$ cat src/rtl/nlfsr_search_ctrl.sv
// rtl/nlfsr_search_ctrl.sv - PRNG-driven NLFSR tap search with on-chip period measurement
// Each candidate is measured by stepping the NLFSR from 1 until it returns to 1 or the count saturates.
module nlfsr_search_ctrl #(
  parameter int          NUM_OF_TAPS = 6,
  parameter int          SIZE        = 16,
  parameter logic [31:0] SEED        = 32'd13413515,
  parameter int          MAX_TRIES   = 0,
  parameter bit          CONTINUOUS  = 1'b1
) (
  input  logic                     clk,
  input  logic                     res,
  input  logic                     start,
  input  logic                     abort,
  output logic                     out_valid,
  input  logic                     out_ready,
  output logic [NUM_OF_TAPS*8-1:0] out_taps,
  output logic                     started,
  output logic                     done,
  output logic                     exhausted,
  output logic [31:0]              tries
);

  localparam int IW = $clog2(SIZE);
  localparam int TW = (NUM_OF_TAPS > 1) ? $clog2(NUM_OF_TAPS) : 1;
  localparam logic [31:0]   SEED_EFF   = (SEED == 32'd0) ? 32'd1 : SEED;
  localparam logic [31:0]   PRNG_MASK  = 32'h8020_0003;
  localparam logic [31:0]   MAX_T      = 32'(MAX_TRIES);
  localparam logic [7:0]    TAP_MASK   = 8'(SIZE - 1);
  localparam logic [SIZE:0] FULL_COUNT = {1'b0, {SIZE{1'b1}}};
  localparam logic [SIZE:0] ONE_C      = (SIZE+1)'(1);
  localparam logic [SIZE-1:0] ONE_S    = SIZE'(1);
  localparam logic [TW-1:0] LAST_TAP   = TW'(NUM_OF_TAPS - 1);

  localparam logic [2:0] S_IDLE   = 3'd0;
  localparam logic [2:0] S_GEN    = 3'd1;
  localparam logic [2:0] S_RUN    = 3'd2;
  localparam logic [2:0] S_REPORT = 3'd3;
  localparam logic [2:0] S_DONE   = 3'd4;

  logic [2:0]               state;
  logic [31:0]              prng;
  logic [31:0]              prng_next;
  logic [NUM_OF_TAPS*8-1:0] taps;
  logic [TW-1:0]            tap_idx;
  logic [SIZE-1:0]          nlfsr;
  logic [SIZE-1:0]          nlfsr_next;
  logic [SIZE:0]            count;
  logic [SIZE:0]            count_next;
  logic                     fb;
  logic                     eval_hit;
  logic                     eval_miss;
  logic [31:0]              tries_inc;
  logic                     limit_hit;
  logic                     report_stop;

  // Tap bytes are masked to SIZE-1, so only the low IW bits can ever be nonzero.
  always_comb begin
    prng_next = {1'b0, prng[31:1]} ^ (prng[0] ? PRNG_MASK : 32'd0);
    fb = nlfsr[SIZE-1] ^ (nlfsr[taps[IW-1:0]] & nlfsr[taps[8+IW-1:8]]);
    for (int i = 0; i < NUM_OF_TAPS; i++) begin
      fb = fb ^ nlfsr[taps[8*i +: IW]];
    end
    nlfsr_next  = {nlfsr[SIZE-2:0], fb};
    count_next  = count + ONE_C;
    eval_hit    = (nlfsr_next == ONE_S) && (count_next == FULL_COUNT);
    eval_miss   = !eval_hit && ((nlfsr_next == ONE_S) || (count_next == FULL_COUNT));
    tries_inc   = (tries == '1) ? tries : tries + 32'd1;
    limit_hit   = (MAX_TRIES != 0) && (tries_inc == MAX_T);
    report_stop = !CONTINUOUS || ((MAX_TRIES != 0) && (tries >= MAX_T));
  end

  always_ff @(posedge clk or negedge res) begin
    if (!res) begin
      state     <= S_IDLE;
      prng      <= SEED_EFF;
      taps      <= '0;
      tap_idx   <= '0;
      nlfsr     <= '0;
      count     <= '0;
      tries     <= '0;
      out_taps  <= '0;
      out_valid <= 1'b0;
      done      <= 1'b0;
      exhausted <= 1'b0;
    end else if (abort) begin
      state     <= S_IDLE;
      out_valid <= 1'b0;
      done      <= 1'b0;
      exhausted <= 1'b0;
    end else begin
      case (state)
        S_IDLE: begin
          if (start) begin
            tries   <= '0;
            tap_idx <= '0;
            state   <= S_GEN;
          end
        end
        S_GEN: begin
          prng <= prng_next;
          for (int i = 0; i < NUM_OF_TAPS; i++) begin
            if (tap_idx == TW'(i)) taps[8*i +: 8] <= prng_next[7:0] & TAP_MASK;
          end
          if (tap_idx == LAST_TAP) begin
            nlfsr <= ONE_S;
            count <= '0;
            state <= S_RUN;
          end else begin
            tap_idx <= tap_idx + TW'(1);
          end
        end
        S_RUN: begin
          nlfsr <= nlfsr_next;
          count <= count_next;
          if (eval_hit || eval_miss) tries <= tries_inc;
          if (eval_hit) begin
            out_taps  <= taps;
            out_valid <= 1'b1;
            state     <= S_REPORT;
          end else if (eval_miss) begin
            tap_idx <= '0;
            if (limit_hit) begin
              done      <= 1'b1;
              exhausted <= 1'b1;
              state     <= S_DONE;
            end else begin
              state <= S_GEN;
            end
          end
        end
        S_REPORT: begin
          if (out_ready) begin
            out_valid <= 1'b0;
            tap_idx   <= '0;
            if (report_stop) begin
              done  <= 1'b1;
              state <= S_DONE;
            end else begin
              state <= S_GEN;
            end
          end
        end
        S_DONE: begin
          // PRNG is deliberately left alone so a restart explores new candidates.
          if (start) begin
            tries     <= '0;
            tap_idx   <= '0;
            done      <= 1'b0;
            exhausted <= 1'b0;
            state     <= S_GEN;
          end
        end
        default: state <= S_IDLE;
      endcase
    end
  end

  assign started = (state != S_IDLE);

endmodule
$ cat config.mk
export PLATFORM = sky130hd
export DESIGN_NAME = nlfsr_search_ctrl
export DESIGN_NICKNAME = d
export VERILOG_FILES = /design/src/rtl/nlfsr_search_ctrl.sv
export SDC_FILE = /design/constraint.sdc
export NUM_CORES = 1
export LEC_CHECK = 0
export BUFFER_PORTS_ARGS = -buffer_cell sky130_fd_sc_hd__buf_2
export CAP_MARGIN = 20
export CORE_AREA = 2 2 138 140
export DETAILED_ROUTE_END_ITERATION = 16
export DIE_AREA = 0 0 140 142
export GPL_TIMING_DRIVEN = 0
export SETUP_SLACK_MARGIN = 0.15
export SLEW_MARGIN = 0
export SYNTH_ARGS = -nofsm -noshare
export SYNTH_HDL_FRONTEND = slang
export SYNTH_SLANG_ARGS = --single-unit
$ cat constraint.sdc
create_clock -name clk -period 6.2 [get_ports clk]
set_input_delay 1.24 -clock clk [delete_from_list [all_inputs] [get_ports clk]]
set_output_delay 1.24 -clock clk [all_outputs]
set_load 0.02 [all_outputs]
==> results.md, run 1 <==
Floorplan:
- The I/O pin total is ~90.
- The number of rows created at floorplan is 50.
- The floorplan step set the die width to ~140 um.
- The effective utilization at floorplan is 44.43%.
- The die is ~140 um tall.
- The die covers about 0.020 sq mm.
- The core region is 0.01846 sq mm.

CTS:
- Clock tree synthesis inserted a total of 17 buffers.
- Post-CTS timing repair inserted 0 buffers for setup.
- The cell at the root of the clock tree is sky130_fd_sc_hd__clkbuf_16.
- The clock-pin slew on the worst setup and hold paths is 60 ps.
- The TritonCTS clock tree is yes.
- The clock insertion delay at the later pin of the skew report is around 430 ps.
- The number of sinks handled by clock tree synthesis is about 150.
- The clock tree synthesis step divided the H-tree into 4 levels.
- The post-cts sizing count is 0.
- No sink is reached through more buffers than the 2 on the longest clock path.
- The quantity of hold-fixing buffers added after cts is 0.

Worst setup path:
- The worst setup path is launched from a register.
- The endpoint required time on the critical path is around 6600 ps.
- The peak per-stage delay on the critical path is roughly 580 ps.
- The worst endpoint data arrival time is 4480 ps.
- The worst setup path is captured at a register.
- The critical path launch point is taps[0].
- The cell with the largest stage delay on the worst path is sky130_fd_sc_hd__mux4_2.
- The launch point of the worst reg-to-reg path is taps[0].
- The critical path start-end classification is register to register.
- Traced cell by cell, the critical path runs through clkbuf_1 > mux4_2 > nor2b_1 > a211o_2 > a211o_2 > nand3_1 > nand3_1 > ha_1 > nand2b_1 > a31oi_1 > clkbuf_1 > nor2_1 > or3_1 > a21oi_1.
- Of all nets on the critical path, the largest fanout is 10.

STA:
- Setup repair after global routing left no endpoint under its margin.
- The count of final setup violators is 0.
- The max-slew violation count is 0.
- The slew at the pin closest to its max-slew limit is between 700 and 800 ps.
- The worst path in the final design needs a cycle of about 4100 ps, including I/O delays and setup.
- The timing-limited maximum frequency is 241.7 MHz.
- The fraction of the cycle the final worst path needs is between 60% and 70%.
- The sum of negative setup slack is 0 ps.
- On the final layout, the worst clock skew is 9.354 ps.
- The final hold violation count is 0.
- The worst slew margin relative to its limit is a little under 50%.

Placed design:
- The half-perimeter wire length of the detailed placement result is 12.60 mm.
- The routability-driven placement congestion ratio is about 0.81.
- Input and output buffers added on the ports amount to 62.

Power:
- The fraction of power spent switching nets is 34.63%.
- The internal portion of the total power is roughly 2100 uW.
- In this run the static leakage power is approximately 0.0044 uW.
- Sequential cells burn slightly above 40% of the power.
- The power share of the clock group is around a third.
- The power density relative to cell area is between 300 and 400 mW/mm^2.
- The switching power total is between 1000 and 1500 uW.
- VDD sags by at most roughly 250 uV.
- The power share of the combinational group is 27.5%.

Run status:
- The flow ran to the end, but the final reports show violations.
- The final reports fail on design-rule violations.

Min path:
- The worst hold path begins at prng[11].
- The tightest min-delay check is of the register to register type.

Logic synthesis:
- The share of flip-flops with an asynchronous set or reset is 100.0%.
- The portion of synthesized area spent on multiplexers is roughly 14%.
- Yosys mapped a number of flops with a built-in enable equal to 0.
- The part of the Yosys area used for sequential elements is between 40% and 50%.
- The synthesis warning total is 0.
- The synthesized area per cell is 10.04 sq um.
- Synthesis produced a netlist whose cell count is between 800 and 900.
- The netlist area before placement is a little over 0.008 sq mm.
- In the synthesized netlist the dominant register cell turns out to be sky130_fd_sc_hd__dfrtp_1.
- Summing the areas of all and, or, nand and nor instances in the mapped netlist gives between 10% and 20% of the synthesized area.
- The parity-gate share of the synthesized area counting xor and xnor cells is 2.701%.
- In this run, synthesis produced a sequential element count of 151.
- Summing the areas of all fa, ha and maj instances in the mapped netlist gives 2.136% of the synthesized area.
- The share of the synthesized area in compound gates (AO/OA/AOI/OAI) is ~11%.
- In this run, distinct cell masters in the synthesized netlist total between 70 and 80.
- By area, the combinational part of the netlist is dominated by simple AND/OR/NAND/NOR gates.

Cells and area:
- The sequential cells in the finished layout cover a total of roughly 0.0038 sq mm.
- The area growth from synthesis to layout is 16.04%.
- The count of filler cells inserted in the layout is 1,700.
- The count of nets after finishing is ~940.
- In the final layout, the multi-input gates occupy 0.004048 sq mm.
- The repair_antennas step left the layout with diodes totalling 0.
- The final standard cell utilization of the core is 51.56%.
- Cells with a size suffix above 1 make up around 22% of the layout.

Drt:
- The iteration-0 DRC count of the detailed router is 417.
- The per-cell via count in the routed design is between 5 and 6.
- The number of iterations in the first detailed-routing pass is 11.
- In the routed design, unresolved DRC markers number 4.
- The routed design has roughly 19 mm of wire.
- The number of nets still failing antenna checks after routing is 0.
- The routed layout has about 6,300 vias.
- The routed length per placed instance is around 16 um.

GRT:
- The first global-routing pass estimated around 30 mm of wire.
- The global-route congestion overflow total is 0.
- The number of global-route vias before repair is 5,784.
- The number of antenna violations at the first check in global routing is 0.
- The global-route usage over all layers is approximately a fifth.
- The maximum number of pins on one net before global-route repair is 84.

Job:
- The tool flagged a number of max-cap violations equal to 0.
==> path summary, 6_finish.rpt <==
path / slack (ps) / depth (start not counted) / end
worst max register to register: 2060 / 14 / tries[7]
worst min register to register: 450 / 2 / prng[10]
min in group asynchronous: 810 / 1 / count[13]
max in group asynchronous: 4530 / 2 / prng[1]
worst min-delay path: 450 / 2 / prng[10]
worst max-delay path: 2060 / 14 / tries[7]
==> power groups by stage <==
stage,registers (uW),logic [uW],clock network (uW)
global placement,1320,878,0
floorplan,1240,705,0
finish,1320,891,1030
global route,1330,994,1110
CTS,1310,896,1060
detailed placement,1330,891,0
==> cells in the final DEF, fill, tap and decap left out, drive strengths merged, types with 12 or more instances in the layout <==
cell type / synthesis / routed
dfrtp: 139 / 139
nand4: 13 / 13
xnor2: 12 / 12
mux4: 26 / 26
mux2: 38 / 38
dfstp: 12 / 12
inv: 16 / 19
nand3: 19 / 19
ha: 14 / 14
or3: 12 / 12
conb: 1 / 26
buf: 29 / 92
a21oi: 33 / 33
o21ai: 58 / 58
nor2: 36 / 36
nand2: 173 / 173
clkbuf: 42 / 64
mux2i: 12 / 12
nor3: 22 / 22
==> cells in the mapped netlist (2+ instances only) <==
cell,number,area (sq um)
sky130_fd_sc_hd__nor2b_1,4,25.02
sky130_fd_sc_hd__nand3_1,19,95.09
sky130_fd_sc_hd__mux4_2,22,495.5
sky130_fd_sc_hd__and4_1,4,35.03
sky130_fd_sc_hd__nor4b_1,2,17.52
sky130_fd_sc_hd__o21a_1,2,15.01
sky130_fd_sc_hd__a2111oi_0,2,17.52
sky130_fd_sc_hd__a31oi_1,4,25.02
sky130_fd_sc_hd__a21o_1,4,30.03
sky130_fd_sc_hd__o21ai_1,8,40.04
sky130_fd_sc_hd__mux4_1,4,105.1
sky130_fd_sc_hd__o21ai_0,50,250.2
sky130_fd_sc_hd__nand2_1,173,649.4
sky130_fd_sc_hd__a21oi_1,33,165.2
sky130_fd_sc_hd__or4_1,6,45.04
sky130_fd_sc_hd__a211o_2,2,20.02
sky130_fd_sc_hd__a22o_1,5,43.79
sky130_fd_sc_hd__dfrtp_1,139,3478
sky130_fd_sc_hd__nor2_1,36,135.1
sky130_fd_sc_hd__and3_1,10,62.56
sky130_fd_sc_hd__xnor2_1,11,96.34
sky130_fd_sc_hd__nand3b_1,3,22.52
sky130_fd_sc_hd__mux2i_1,11,110.1
sky130_fd_sc_hd__or2_2,3,18.77
sky130_fd_sc_hd__nor4_1,7,43.79
sky130_fd_sc_hd__clkbuf_8,2,27.53
sky130_fd_sc_hd__mux2_2,38,427.9
sky130_fd_sc_hd__xor2_1,7,61.31
sky130_fd_sc_hd__nor3_1,22,110.1
sky130_fd_sc_hd__nand2b_1,6,37.54
sky130_fd_sc_hd__ha_1,14,175.2
sky130_fd_sc_hd__inv_1,16,60.06
sky130_fd_sc_hd__buf_4,26,195.2
sky130_fd_sc_hd__o211ai_1,5,37.54
sky130_fd_sc_hd__a211oi_1,3,22.52
sky130_fd_sc_hd__nand4_1,13,81.33
sky130_fd_sc_hd__clkbuf_1,40,150.1
sky130_fd_sc_hd__o31ai_1,4,30.03
sky130_fd_sc_hd__or3_1,12,75.07
sky130_fd_sc_hd__dfstp_2,12,315.3
sky130_fd_sc_hd__o41ai_1,2,17.52
==> critical path: cells and delay by family (launching register included) <==
kind	cells	cell delay, ps
AOI/OAI and AO/OA	4	1070
and+or+nand+nor	6	1120
muxes	1	580
DFF	1	320
buffers and inverters	2	720
adders and majority gates	1	250
==> through the flow <==
| stage | power [uW] | hold slack [ps] | cells | cell area (sq um) | worst slack (ps) |
|---|---|---|---|---|---|
| 6_report | 3241 | 453.9 | 1171 | 9515 | 2062 |
| 2_1_floorplan | 1947 | 434.6 | 842 | 8294 | 2602 |
| 3_3_place_gp | 2201 | 442.7 | 1138 | 8897 | 1546 |
| 5_1_grt | 3436 | 469.1 | 1171 | 9515 | 1730 |
| 4_1_cts | 3267 | 458.1 | 1171 | 9515 | 2052 |
| 3_5_place_dp | 2219 | 446.6 | 1139 | 8931 | 2077 |
==> area by class of cell <==
cell class / count / share of cell area, %
Buffer: 71 / 4.129
Clock buffer: 22 / 4.878
Clock inverter: 10 / 1.262
Inverter: 16 / 0.6312
Multi-Input combinational cell: 604 / 42.54
Sequential cell: 151 / 39.87
Tap cell: 234 / 3.077
Timing Repair Buffer: 63 / 3.616
==> sequential cells by signal (all words and copies together), names as in the netlist <==
signal and cells:
taps 24, out_taps 24, nlfsr 16, count 17
prng 32, tap_idx 3, out_valid 1, tries 32
state 2
==> layer usage <==
| metal | vias to the layer above | share of wire [%] | GRT usage (%) |
|---|---|---|---|
| met5 | - | 0 | 0 |
| met4 | 0 | 1.4 | 6.486 |
| met2 | 154 | 48 | 30.31 |
| li1 | 3070 | - | - |
| met3 | 19 | 4.1 | 3.937 |
| met1 | 3049 | 47 | 27.28 |
==> cells by family (layout without fill, tap and decap cells) <==
logic type / count (synthesis) / after routing
multiplexers: 76 / 76
other: 1 / 26
XOR/XNOR: 21 / 21
AND/OR/NAND/NOR: 326 / 326
adder cells (fa/ha/maj): 14 / 14
AO/OA/AOI/OAI: 141 / 141
flip-flops: 151 / 151
buffers and inverters: 87 / 182
No activity file was read; power rests on OpenSTA's default activity.
==> run 2, diff against run 1 <==
--- a/config.mk
+++ b/config.mk
@@ -11,6 +11,7 @@
 export DETAILED_ROUTE_END_ITERATION = 16
 export DIE_AREA = 0 0 140 142
 export GPL_TIMING_DRIVEN = 0
+export PLACE_DENSITY = 0.66
 export SETUP_SLACK_MARGIN = 0.15
 export SLEW_MARGIN = 0
 export SYNTH_ARGS = -nofsm -noshare
==> constraint.sdc (replaced) <==
create_clock -name clk -period 3.6 [get_ports clk]
set_input_delay 0.72 -clock clk [delete_from_list [all_inputs] [get_ports clk]]
set_output_delay 0.72 -clock clk [all_outputs]
set_load 0.02 [all_outputs]
==> run 2 against run 1 <==
Net effect: the run ends with design-rule violations, negative setup slack left; global-route usage grew 1.0 points; cell area grew 6.8%; highest routed layer unchanged; first-iteration DRC count shrank 1.2%; register-to-register slack lost 2200 ps; clock power grew 73%; clock skew grew 1.3 ps; non-clock buffer count grew 36; largest power group unchanged.
==> results.md, run 2 (synthesis results as in run 1) <==
Worst setup path:
- The endpoint class of the critical path is a register (unchanged).
- The peak per-stage delay on the critical path came to 500 ps (was 580 ps).
- The sum of buffers and inverters on the critical path is 1 (was 2).
- The setup slack of the worst register-to-register path is -100 ps (was 2060 ps).
- The cell with the largest stage delay on the worst path is sky130_fd_sc_hd__mux4_2 (unchanged).
- The most numerous cell type found on the critical path is sky130_fd_sc_hd__mux4_2.
- Critical path, cell by cell: mux4_2 > mux4_2 > xnor2_2 > xnor3_2 > o21ai_4 > nand3_4 > ha_4 > nand2b_4 > a31oi_4 > o211ai_1 > buf_4 > or4_1 > a21oi_2 (was clkbuf_1 > mux4_2 > nor2b_1 > a211o_2 > a211o_2 > nand3_1 > nand3_1 > ha_1 > nand2b_1 > a31oi_1 > clkbuf_1 > nor2_1 > or3_1 > a21oi_1).
- The kind of cell adding the most delay to the critical path is multiplexers (was simple AND/OR/NAND/NOR gates).
- The worst endpoint data arrival time is 4050 ps (was 4480 ps).
- The endpoint required time on the critical path is 3950 ps (was 6550 ps).
- The critical path start-end classification is register to register (unchanged).
- The maximum net fanout on the critical path is 9 (was 10).
- The startpoint class of the critical path is a register (unchanged).

Drt:
- The post-route DRC violation count is 2 (was 4).
- The total via count in the routed design was 6,619 (was 6,292).
- The number of nets still failing antenna checks after routing is 0 (unchanged).
- The iteration-0 DRC count of the detailed router is 412 (was 417).
- The per-cell via count in the routed design is 5.484 (was 5.373).
- The total routed wirelength is 19.82 mm (was 18.52 mm).
- The number of iterations in the first detailed-routing pass came to 10 (was 11).
- The routed length per placed instance is 16.42 um (was 15.81 um).

STA:
- The shortest period the worst path allows was 3701 ps (was 4138 ps).
- The worst slew margin relative to its limit is 25.10% (was 48.05%).
- The post-route worst setup slack is -100.8 ps (was 2062 ps).
- The setup clock skew after layout is 10.66 ps (was 9.354 ps).
- The fraction of the cycle the final worst path needs is 102.8% (was 66.74%).
- The max-slew violation count is 0 (unchanged).
- The slew at the pin closest to its max-slew limit is 1113 ps (was 773.8 ps).
- Unrepaired setup endpoints after global routing: yes (was no).
- The count of final setup violators was 21 (was 0).
- The timing-limited maximum frequency is 270.2 MHz (was 241.7 MHz).
- The final hold violation count is 0 (unchanged).
- The sum of negative setup slack is -1002 ps (was 0 ps).

Power:
- The peak supply drop is 406.9 uV (was 251.3 uV).
- The overall power of the completed layout is 6056 uW (was 3241 uW).
- The static leakage power is 0.004659 uW (was 0.004379 uW).
- The power density relative to cell area came to 595.7 mW/mm^2 (was 340.6 mW/mm^2).

Placed design:
- The placed instance area was 0.008975 sq mm (was 0.008931 sq mm).
- The number of buffers added on ports is 62 (unchanged).
- The routability-driven placement congestion ratio is 0.8069 (was 0.8142).
- The worst setup slack after placement is -517.2 ps (was 2077 ps).
- The half-perimeter wire length of the detailed placement result is 12.44 mm (was 12.60 mm).

GRT:
- The global-route wire length before repair is 32.26 mm (was 30.69 mm).
- The maximum number of pins on one net before global-route repair is 81 (was 84).
- The number of antenna violations at the first check in global routing is 0 (unchanged).
- The global-route congestion overflow total was 0 (unchanged).
- The number of global-route vias before repair came to 6,307 (was 5,784).
- The global-route usage over all layers is 20.40% (was 19.40%).

Cells and area:
- Most frequent cells in the layout: sky130_fd_sc_hd__nand2_1 (172), sky130_fd_sc_hd__dfrtp_1 (122), sky130_fd_sc_hd__buf_2 (63) (was sky130_fd_sc_hd__nand2_1 (173), sky130_fd_sc_hd__dfrtp_1 (139), sky130_fd_sc_hd__buf_2 (62)).
- The post-route cell area is 0.01017 sq mm (was 0.009515 sq mm).
- The final antenna diode count is 0 (unchanged).
- The count of nets after finishing is 979 (was 943).
- The fraction of layout instances using a drive strength above 1 is 32.58% (was 22.09%).
- Registers with the most flip-flops: prng x32, tries x32 (unchanged).
- The leading cell type in the layout, fill and taps excluded is sky130_fd_sc_hd__nand2_1 (unchanged).
- The post-synthesis to final-layout area growth is 23.97% (was 16.04%).
- The final standard cell utilization of the core is 55.08% (was 51.56%).

Run status:
- Outcome: finished with violations (unchanged).
- Failing checks: design-rule violations, negative setup slack (was design-rule violations).

Min path:
- The kind of path behind the tightest hold check is primary input to asynchronous set/reset pin (was register to register).

CTS:
- The TritonCTS clock tree is yes (unchanged).
- The clock tree buffer depth is 2 (unchanged).
- The level count of the clock H-tree is 4 (unchanged).
- The clock insertion delay at the later pin of the skew report is 430 ps (about the same).
- The number of sinks handled by clock tree synthesis is 151 (unchanged).
- The cell at the root of the clock tree is sky130_fd_sc_hd__clkbuf_16 (unchanged).
- The total clock buffers created by CTS is 17 (unchanged).
- The clock-pin slew on the worst setup and hold paths is 70 ps (was 60 ps).

Floorplan:
- The die area came to 0.01988 sq mm (unchanged).
- The effective utilization at floorplan was 44.43% (unchanged).
- The I/O pin total is 89 (unchanged).
- The standard cell core area was 0.01846 sq mm (unchanged).
- The number of rows created at floorplan is 50 (unchanged).
- The die outline height is 142 um (unchanged).
- The horizontal die dimension is 140 um (unchanged).

Job:
- The number of violations of the max-capacitance limit is 0 (unchanged).
[run 2: final timing paths]
check                      cells past startpoint        end  startpoint
max                                           13  tries[23]    nlfsr[7]
max in group asynchronous                      2   prng[15]         res
min reg2reg                                    2   prng[10]    prng[11]
min in group clk                               2   prng[10]    prng[11]
max reg2reg                                   13  tries[23]    nlfsr[7]
min                                            1   count[8]         res
[run 2: through the flow]
stage                     std cells  hold WS (ps)
after floorplan                 842         424.4
after global placement         1138         440.8
after detailed placement       1139         444.8
after CTS                      1206         342.3
after global routing           1207         380.8
final                          1207         315.5
[run 2: layout make-up]
type,instances,area [sq um]
multi-input combinational,604,4328
buffer,71,459.2
clock buffer,23,467.9
tap,234,292.8
clock inverter,9,116.4
timing repair buffer,99,626.9
fill,1592,8289
inverter,16,60.06
sequential,151,3815
[run 2: routing by layer]
layer  share of wire [%]  global-route usage (%)  up-vias
met5                   0                       0        -
met2                  49                   34.38      190
met1                  44                   26.62     3241
met3                 4.4                   4.004       39
li1                    -                       -     3149
met4                 2.5                   6.964        0
[run 2: where the power goes]
group	switching [uW]	leakage [uW]	internal, uW	total (uW)
logic	1120	0.00238	942	2060
clock network	719	0.000282	1060	1780
registers	307	0.00199	1910	2210
total	2140	0.00466	3910	6060
[run 2: repair_timing]
item / CTS / global route
setup buffers: 34 / 1
endpoints found under the hold margin: 0 / 0
gates cloned: 1 / 0
resized for setup: 72 / 36
setup endpoints to repair: 58 / 61
pin swaps: 25 / 10
hold buffers: 0 / 0
==> run 3, diff against run 2 <==
--- a/config.mk
+++ b/config.mk
@@ -5,13 +5,14 @@
 export SDC_FILE = /design/constraint.sdc
 export NUM_CORES = 1
 export LEC_CHECK = 0
+export ABC_AREA = 1
 export BUFFER_PORTS_ARGS = -buffer_cell sky130_fd_sc_hd__buf_2
 export CAP_MARGIN = 20
-export CORE_AREA = 2 2 138 140
+export CORE_AREA = 2 2 141 143
 export DETAILED_ROUTE_END_ITERATION = 16
-export DIE_AREA = 0 0 140 142
+export DIE_AREA = 0 0 143 145
 export GPL_TIMING_DRIVEN = 0
-export PLACE_DENSITY = 0.66
+export PLACE_DENSITY = 0.65
 export SETUP_SLACK_MARGIN = 0.15
 export SLEW_MARGIN = 0
 export SYNTH_ARGS = -nofsm -noshare
==> run 3 against run 2 <==
Net effect: register-to-register slack improved by 660 ps; synthesized area increased by 4.1%; count of clock-buffer cells in the layout decreased by 3; combinational power increased by 29%; synthesized cell count increased by 37%; power increased by 19%; critical endpoint is now out_taps[40]; first-iteration DRC count increased by 49%; cell area decreased by 2.0%; worst setup slack improved by 660 ps; sequential cell count unchanged; critical path type unchanged; routed wire length increased by 7.5%; the flow now finishes without violations; fmax increased by 22%.
==> results.md, run 3 <==
Placed design:
- The total instance count after detailed placement is 1,471 (was 1,139).
- The number of buffers added on ports is 61 (was 62).
- The routability-driven placement congestion ratio is 0.9416 (was 0.8069).
- The half-perimeter wire length of the detailed placement result is 15.57 mm (was 12.44 mm).

Worst setup path:
- The critical path start-end classification is register to register (unchanged).
- The endpoint required time on the critical path is 3890 ps (was 3950 ps).
- The most repeated library cell on the critical path is sky130_fd_sc_hd__nand2_1 (was sky130_fd_sc_hd__mux4_2).
- The peak per-stage delay on the critical path is 380 ps (was 500 ps).
- The sum of buffers and inverters on the critical path came to 4 (was 1).
- The maximum net fanout on the critical path is 10 (was 9).
- The launch point of the worst reg-to-reg path is count[1] (was nlfsr[7]).
- The critical path launch point is count[1] (was nlfsr[7]).
- Critical path, cell by cell: ha_2 > nand4_1 > nor2_2 > nand3_1 > o21ai_1 > nand2_1 > inv_1 > nand3_1 > nor2_1 > nand4_1 > nor2_1 > ha_2 > nand2_1 > nor2_2 > inv_1 > buf_2 > clkbuf_4 > nand2_1 > o21ai_0 (was mux4_2 > mux4_2 > xnor2_2 > xnor3_2 > o21ai_4 > nand3_4 > ha_4 > nand2b_4 > a31oi_4 > o211ai_1 > buf_4 > or4_1 > a21oi_2).
- The kind of cell adding the most delay to the critical path is simple AND/OR/NAND/NOR gates (was multiplexers).
- The cell with the largest stage delay on the worst path was sky130_fd_sc_hd__dfrtp_1 (was sky130_fd_sc_hd__mux4_2).
- The worst endpoint data arrival time was 3330 ps (was 4050 ps).
- The endpoint class of the critical path is a register (unchanged).
- The startpoint class of the critical path is a register (unchanged).

Logic synthesis:
- The post-synthesis register bit count is 151 (unchanged).
- The part of the Yosys area used for sequential elements is 44.46% (was 46.26%).
- The most repeated cell in the gate-level netlist after synthesis is sky130_fd_sc_hd__nand2_1 (unchanged).
- The synthesis warning total is 0 (unchanged).
- The most area-hungry cell type in the Yosys netlist is sky130_fd_sc_hd__dfrtp_1 (unchanged).
- The gate count after technology mapping was 1,119 (was 817).
- The count of distinct cell types in the synthesized netlist is 44 (was 72).
- The commonest register cell after synthesis is sky130_fd_sc_hd__dfrtp_1 (unchanged).
- The share of flip-flops with an asynchronous set or reset is 100.0% (unchanged).
- The number of synthesized flops with an enable pin was 0 (unchanged).
- Cell types occupying the most area after synthesis: sky130_fd_sc_hd__dfrtp_1 (41%), sky130_fd_sc_hd__nand2_1 (17%), sky130_fd_sc_hd__nand3_1 (5.2%), sky130_fd_sc_hd__inv_1 (4.7%), sky130_fd_sc_hd__o21ai_0 (4.3%) (was sky130_fd_sc_hd__dfrtp_1 (42%), sky130_fd_sc_hd__nand2_1 (7.9%), sky130_fd_sc_hd__mux4_2 (6.0%), sky130_fd_sc_hd__mux2_2 (5.2%), sky130_fd_sc_hd__dfstp_2 (3.8%)).
- Cell types with the highest counts after synthesis: sky130_fd_sc_hd__nand2_1 (391), sky130_fd_sc_hd__dfrtp_1 (139), sky130_fd_sc_hd__inv_1 (106) (was sky130_fd_sc_hd__nand2_1 (173), sky130_fd_sc_hd__dfrtp_1 (139), sky130_fd_sc_hd__o21ai_0 (50)).
- The synthesized area per cell came to 7.626 sq um (was 10.04 sq um).
- The netlist area before placement is 0.008533 sq mm (was 0.008200 sq mm).
- The fraction of synthesized cell area taken by the top area cell type is 40.76% (was 42.42%).

Power:
- The static leakage power is 0.004789 uW (was 0.004659 uW).
- The overall power of the completed layout was 7205 uW (was 6056 uW).
- The peak supply drop is 418.9 uV (was 406.9 uV).
- The power density relative to cell area is 723.2 mW/mm^2 (was 595.7 mW/mm^2).

STA:
- The max-slew violation count is 0 (unchanged).
- The shortest period the worst path allows came to 3041 ps (was 3701 ps).
- The setup clock skew after layout is 12.06 ps (was 10.66 ps).
- Unrepaired setup endpoints after global routing: no (was yes).
- The worst hold-check slack is 330.7 ps (was 315.5 ps).
- The slew at the pin closest to its max-slew limit came to 864.9 ps (was 1113 ps).
- The timing-limited maximum frequency came to 328.8 MHz (was 270.2 MHz).
- The final hold violation count came to 0 (unchanged).
- The worst slew margin relative to its limit was 41.90% (was 25.10%).
- The count of final setup violators was 0 (was 21).
- The fraction of the cycle the final worst path needs is 84.48% (was 102.8%).

Drt:
- The number of iterations in the first detailed-routing pass was 5 (was 10).
- The routed metal-1 wire length is 10.09 mm (was 8.738 mm).
- The post-route DRC violation count is 0 (was 2).
- The total routed wirelength is 21.30 mm (was 19.82 mm).
- The top layer reached by signal wires is met4 (unchanged).
- The routed length on met2 is 9.892 mm (was 9.727 mm).
- The total via count in the routed design is 7,443 (was 6,619).
- The wire length on met3 is 1.037 mm (was 867 um).
- The number of nets still failing antenna checks after routing came to 0 (unchanged).
- The iteration-0 DRC count of the detailed router is 613 (was 412).
- The per-cell via count in the routed design is 4.946 (was 5.484).
- The routed length per placed instance is 14.15 um (was 16.42 um).

Cells and area:
- The leading cell type in the layout, fill and taps excluded was sky130_fd_sc_hd__nand2_1 (unchanged).
- Most frequent cells in the layout: sky130_fd_sc_hd__nand2_1 (391), sky130_fd_sc_hd__dfrtp_1 (139), sky130_fd_sc_hd__inv_1 (106) (was sky130_fd_sc_hd__nand2_1 (172), sky130_fd_sc_hd__dfrtp_1 (122), sky130_fd_sc_hd__buf_2 (63)).
- Registers with the most flip-flops: prng x32, tries x32 (unchanged).
- The post-synthesis to final-layout area growth is 16.74% (was 23.97%).
- The count of nets after finishing came to 1,247 (was 979).
- The final standard cell utilization of the core is 51.87% (was 55.08%).
- The register cell area after layout is 0.003794 sq mm (was 0.003815 sq mm).
- The count of filler cells inserted in the layout is 1,889 (was 1,592).
- The multi-input gate area in the final layout came to 0.003944 sq mm (was 0.004328 sq mm).
- The fraction of layout instances using a drive strength above 1 is 15.00% (was 32.58%).
- The final antenna diode count was 0 (unchanged).
- The count of placed standard cells in the final layout, fillers left out was 1,505 (was 1,207).

Floorplan:
- The die area was 0.02074 sq mm (was 0.01988 sq mm).
- The standard cell core area was 0.01921 sq mm (was 0.01846 sq mm).
- The effective utilization at floorplan came to 44.43% (about the same).
- The number of rows created at floorplan is 51 (was 50).
- The horizontal die dimension was 143 um (was 140 um).
- The die outline height was 145 um (was 142 um).
- The I/O pin total is 89 (unchanged).

CTS:
- The number of sinks handled by clock tree synthesis is 151 (unchanged).
- The level count of the clock H-tree was 4 (unchanged).
- The clock tree buffer depth is 2 (unchanged).
- The total clock buffers created by CTS came to 17 (unchanged).
- The clock insertion delay at the later pin of the skew report came to 430 ps (about the same).
- The clock-pin slew on the worst setup and hold paths is 60 ps (was 70 ps).
- The cell at the root of the clock tree is sky130_fd_sc_hd__clkbuf_16 (unchanged).
- The TritonCTS clock tree is yes (unchanged).

GRT:
- The number of global-route vias before repair is 6,728 (was 6,307).
- The global-route wire length before repair came to 35.29 mm (was 32.26 mm).
- The maximum number of pins on one net before global-route repair is 78 (was 81).
- The global-route usage over all layers is 21.31% (was 20.40%).
- The number of antenna violations at the first check in global routing is 0 (unchanged).
- The global-route congestion overflow total is 0 (unchanged).

Min path:
- The kind of path behind the tightest hold check is primary input to asynchronous set/reset pin (unchanged).

Run status:
- Outcome: complete, no violations (was finished with violations).

Job:
- The number of violations of the max-capacitance limit was 0 (unchanged).
[run 3: logic make-up after synthesis]
group / synth area share [%]
flops: 44.46
xor+xnor: 4.619
compound gates: 8.211
simple gates: 30.10
fa+ha+maj: 2.053
other cells: 0.04395
buf+inv: 10.51
[run 3: per-stage QoR]
step / setup TNS (ps) / cell area (sq um) / setup slack [ps]
after global placement: -56950 / 9264 / -419.9
after CTS: 0 / 9927 / 205.8
after floorplan: 0 / 8627 / 930.8
after detailed placement: 0 / 9298 / 87.67
after global routing: 0 / 9962 / 139.6
final: 0 / 9962 / 558.6
[run 3: path summary, 6_finish.rpt]
check / end / slack, ps / cells past startpoint
min reg2reg: prng[13] / 460 / 2
min: count[7] / 330 / 1
max in group asynchronous: prng[18] / 2450 / 2
max: out_taps[40] / 560 / 19
max reg2reg: out_taps[40] / 560 / 19
min in group clk: prng[13] / 460 / 2
[run 3: repair_timing]
item                       in CTS  in global routing
setup endpoints to repair      10                 24
pin swaps                       0                  1
hold buffers                    0                  0
gates resized for setup         1                 11
buffers inserted                0                  3
[run 3: layout make-up]
cell class              count  share of cell area [%]
repair buffers             65                   3.630
plain buffers              62                   4.647
clock inverters            11                   1.721
inverters                 116                   4.421
well taps                 265                   3.328
flip-flops and latches    151                   38.08
clock buffers              20                   4.584
multi-input cells         815                   39.59
[run 3: power by group]
group,leakage (uW),total (uW),internal [uW],switching [uW]
registers,0.00193,2640,2150,482
clock network,0.000302,1900,1190,710
logic,0.00255,2660,972,1690
total,0.00479,7200,4320,2880
[run 3: worst register-to-register path: stages, from the launching register on]
cell	delay, ps
sky130_fd_sc_hd__dfrtp_1	380
sky130_fd_sc_hd__ha_2	220
sky130_fd_sc_hd__nand4_1	150
sky130_fd_sc_hd__nor2_2	180
sky130_fd_sc_hd__nand3_1	160
sky130_fd_sc_hd__o21ai_1	150
sky130_fd_sc_hd__nand2_1	80
sky130_fd_sc_hd__inv_1	60
sky130_fd_sc_hd__nand3_1	90
sky130_fd_sc_hd__nor2_1	100
sky130_fd_sc_hd__nand4_1	80
sky130_fd_sc_hd__nor2_1	140
sky130_fd_sc_hd__ha_2	230
sky130_fd_sc_hd__nand2_1	70
sky130_fd_sc_hd__nor2_2	130
sky130_fd_sc_hd__inv_1	100
sky130_fd_sc_hd__buf_2	200
sky130_fd_sc_hd__clkbuf_4	240
sky130_fd_sc_hd__nand2_1	70
sky130_fd_sc_hd__o21ai_0	70
[run 3: per-layer routing]
| layer | vias up | GRT usage [%] |
|---|---|---|
| li1 | 3772 | - |
| met1 | 3441 | 30.99 |
| met2 | 209 | 33.16 |
| met3 | 21 | 3.663 |
| met4 | 0 | 5.050 |
| met5 | - | 0 |
